--- config.mk ---
export PLATFORM = sky130hd
export DESIGN_NAME = reg_file
export DESIGN_NICKNAME = d
export VERILOG_FILES = /design/src/rtl/reg_file.sv
export SDC_FILE = /design/constraint.sdc
export NUM_CORES = 2
export LEC_CHECK = 0
export ABC_AREA = 1
export BUFFER_PORTS_ARGS = -buffer_cell sky130_fd_sc_hd__buf_4
export CAP_MARGIN = 20
export CORE_ASPECT_RATIO = 1.5
export CORE_UTILIZATION = 40
export CTS_CLUSTER_SIZE = 16
export DETAILED_ROUTE_END_ITERATION = 10
export PLACE_DENSITY_LB_ADDON = 0.12
export SYNTH_ARGS = -nofsm -noshare
export SYNTH_HDL_FRONTEND = slang
export SYNTH_SLANG_ARGS = --single-unit
export TNS_END_PERCENT = 50
--- constraint.sdc ---
create_clock -name clk -period 3.7 [get_ports clk]
set_input_delay 0.37 -clock clk [delete_from_list [all_inputs] [get_ports clk]]
set_output_delay 0.37 -clock clk [all_outputs]
set_load 0.02 [all_outputs]
--- src/rtl/reg_file.sv ---
// Integer register file: 31 storage registers plus hardwired-zero x0, two
// combinational read ports with write-first bypass, and a pending scoreboard.
module reg_file #(
  parameter int XLEN = 32,
  parameter int NREG = 32
) (
  input  logic                    clk,
  input  logic                    rst_n,
  input  logic [$clog2(NREG)-1:0] rs1,
  input  logic [$clog2(NREG)-1:0] rs2,
  input  logic [$clog2(NREG)-1:0] rd,
  input  logic [XLEN-1:0]         in_data,
  input  logic [$clog2(NREG)-1:0] rd_exu,
  output logic [XLEN-1:0]         rs1_data,
  output logic [XLEN-1:0]         rs2_data,
  output logic                    rs1_ready,
  output logic                    rs2_ready
);

  localparam int IW = $clog2(NREG);

  logic [XLEN-1:0] regs [NREG];
  logic [NREG-1:0] pending;
  logic [NREG-1:0] pending_next;
  logic            wr_active;
  logic            claim_active;

  assign wr_active    = (rd != '0);
  assign claim_active = (rd_exu != '0);

  // Retirement clears first so a same-cycle claim of the same register wins.
  always_comb begin
    pending_next = pending;
    if (wr_active) begin
      pending_next[rd] = 1'b0;
    end
    if (claim_active) begin
      pending_next[rd_exu] = 1'b1;
    end
    pending_next[0] = 1'b0;
  end

  always_ff @(posedge clk or negedge rst_n) begin
    if (!rst_n) begin
      for (int i = 0; i < NREG; i++) begin
        regs[i] <= '0;
      end
    end else if (wr_active) begin
      regs[rd] <= in_data;
    end
  end

  always_ff @(posedge clk or negedge rst_n) begin
    if (!rst_n) begin
      pending <= '0;
    end else begin
      pending <= pending_next;
    end
  end

  // Bypass is gated by reset so every read returns zero/ready while held.
  function automatic logic [XLEN:0] read_port(input logic [IW-1:0] idx);
    logic [XLEN:0] result;
    result = {1'b1, {XLEN{1'b0}}};
    if (!rst_n || idx == '0) begin
      result = {1'b1, {XLEN{1'b0}}};
    end else if (idx == rd) begin
      result = {1'b1, in_data};
    end else begin
      result = {~pending[idx], regs[idx]};
    end
    return result;
  endfunction

  always_comb begin
    {rs1_ready, rs1_data} = read_port(rs1);
    {rs2_ready, rs2_data} = read_port(rs2);
  end

endmodule

==> impl_metrics.ini <==
[status]
status = complete, no violations

[clock_network]
path_clk_slew_ns = 0.06
clock-sinks = 1055
clk_latency_ns = 0.75
cts-resized-gates = 0
post_cts_buffers = 0
htreeDepth = 3
cts_buffers = 112
cts_tree = done
clock_path_buffers = 3
holdBufCountCts = 27
cts_root_buf = clkbuf_16

[floorplanning]
placementRows = 171
start_util_pct = 40.4
die_h_um = 470
fp.dieArea_um2 = 148000
die_width_um = 314
io_pins = 120
core_um2 = 145000

[final_layout]
mostFrequentLayoutCell = nand2_1
final_cells = 10094
nNetsFinal = 8143
postLayoutCellArea_um2 = 65500
layout-drive-gt1-share_pct = 7.35
final_cell_mix = nand2_1, dfrtp_1, o21ai_0
areaGrowthSynthToFinish_pct = 12.1

[grt]
overflow = 0
grt_usage_pct = 36.8
grt_antenna_before_repair = 15
grt_max_degree = 141
grt_first_pass_wirelength_mm = 397
grt_pass1_vias = 56072

[placement]
dpl_cell_area_um2 = 61400
gp_congestion = 0.901
dp_hpwl_mm = 163
io_buffer_count = 119
dp.cells = 9851

[setup_path]
cp-end-kind = primary output
r2r-end = regs[626]
path_max_fanout = 34
r2r_slack_ns = 2.93
crit_required_ns = 3.33
r2r-start = regs[626]
crit_type = in2out
cp-start-kind = primary input
reg2reg_depth = 2
arrival_ns = 3.06

[hold_path]
hp-start = in_data[29]
hold_class = in2reg
hold_path_end = regs[669]
hold_path_depth = 3

[synthesis]
ys_top_cells_by_area = dfrtp_1, nand2_1, o21ai_0
syn_inst = 8336
avgSynthCellArea_um2 = 7.01
syn_nets = 8390
ys_warn_count = 0
yosysTopAreaCellShare_pct = 45.2
synth_top_cell_by_area = dfrtp_1
yosys.cell_types.count = 28
synth-seq-cells = 1055
syn_area_um2 = 58400
ys_seq_area_share_pct = 45.2

[timing]
post-route-period-util_pct = 92.8
final.setup.tns_ns = 0
relSlewSlack_pct = 28.0
worstMarginPinSlew_ns = 1.08
skew_ns = 0
final_max_slew_viol_count = 0
fin_crit_ns = 3.43
max_freq_mhz = 291
hold_viol = 0
setup_viol = 0
rsz0062_at_grt = false

[route]
ant_nets = 0
drtIter0Drc = 7901
wl_per_cell_um = 27.3
drt-total-wl_mm = 276
drc = 0
routed_via_density = 5.93
dr.pass1.iters = 8
vias = 59861

[power]
peakVddDrop_mv = 0.356
power_density_nw_per_um2 = 545
power.leakage_nw = 30.4

[run]
drv_cap = 0
[routing by layer]
layer,vias up,wire (um),global-route usage (%)
met2,3661,125000,58.2
li1,26537,-,-
met3,866,26700,6.74
met4,18,18200,21.8
met5,-,132,0
met1,28779,105000,46.7
[where the power goes]
part | leakage (nW) | internal [mW] | total [mW] | switching (mW)
combinational | 15.5 | 2.60 | 7.98 | 5.39
clock | 1.91 | 7.03 | 12.3 | 5.23
sequential | 12.9 | 14.0 | 15.5 | 1.42
total | 30.4 | 23.7 | 35.7 | 12.0
[stage by stage]
stage	total power [mW]	hold WS, ns	setup WS, ns	util, %
5_1_grt	37.3	0.0511	0.265	45.2
3_3_place_gp	23.2	0.288	0.382	42.4
2_1_floorplan	20.5	0.0744	1.59	-
4_1_cts	35.7	0.000773	0.347	45.2
6_report	35.7	0.0379	0.267	45.2
3_5_place_dp	23.4	0.286	0.339	42.4
[sequential cells by signal (all words and copies together), names as in the netlist]
register,flops
regs,1024
pending,31
[Yosys cell counts (all sizes together)]
library cell	n
dfrtp	1055
o2111ai	4
nor3	4
buf	325
nand2	2986
o21ai	1094
o211ai	182
o31ai	2
clkbuf	401
nand3	687
a22oi	111
xor2	4
xnor2	2
o221ai	4
nand4	100
inv	604
nor2	280
o22ai	16
a21oi	471
o21a	2
clkinv	2
[cells by family (layout without fill, tap and decap cells)]
logic type | after synthesis | after routing | synth area share (%)
flip-flops | 1055 | 1055 | 45.2
buffers and inverters | 1332 | 1178 | 9.12
XOR/XNOR | 6 | 6 | 0.0899
AO/OA/AOI/OAI | 1886 | 1886 | 17.6
other | 0 | 9 | 0
AND/OR/NAND/NOR | 4057 | 4057 | 28.1
[worst max-delay path, stage by stage]
cell and delay [ns]:
buf_8 0.27, inv_8 0.19, nor2_4 0.24, buf_4 0.47, nand2_1 0.09, nand3_1 0.10, nand3_1 0.09, nand2_1 0.13
nand3_1 0.30, a21oi_1 0.49, buf_4 0.23
[area by class of cell]
class	count	area, um2
flip-flops and latches	1055	26400
well taps	1903	2380
clock inverters	52	636
multi-input cells	5949	26900
fillers	14721	79300
inverters	606	2310
clock buffers	155	3220
repair buffers	365	3680
diodes	9	22.5
[how the worst max path moves through the flow]
stage	startpoint	endpoint
2_1_floorplan	rs2[3]	rs2_data[7]
4_1_cts	rs2[0]	rs2_data[23]
3_3_place_gp	rs2[0]	rs2_data[23]
6_report	rs2[0]	rs2_data[23]
5_1_grt	rs2[0]	rs2_data[23]
3_5_place_dp	rs2[0]	rs2_data[23]
No activity file was read; power rests on OpenSTA's default activity.
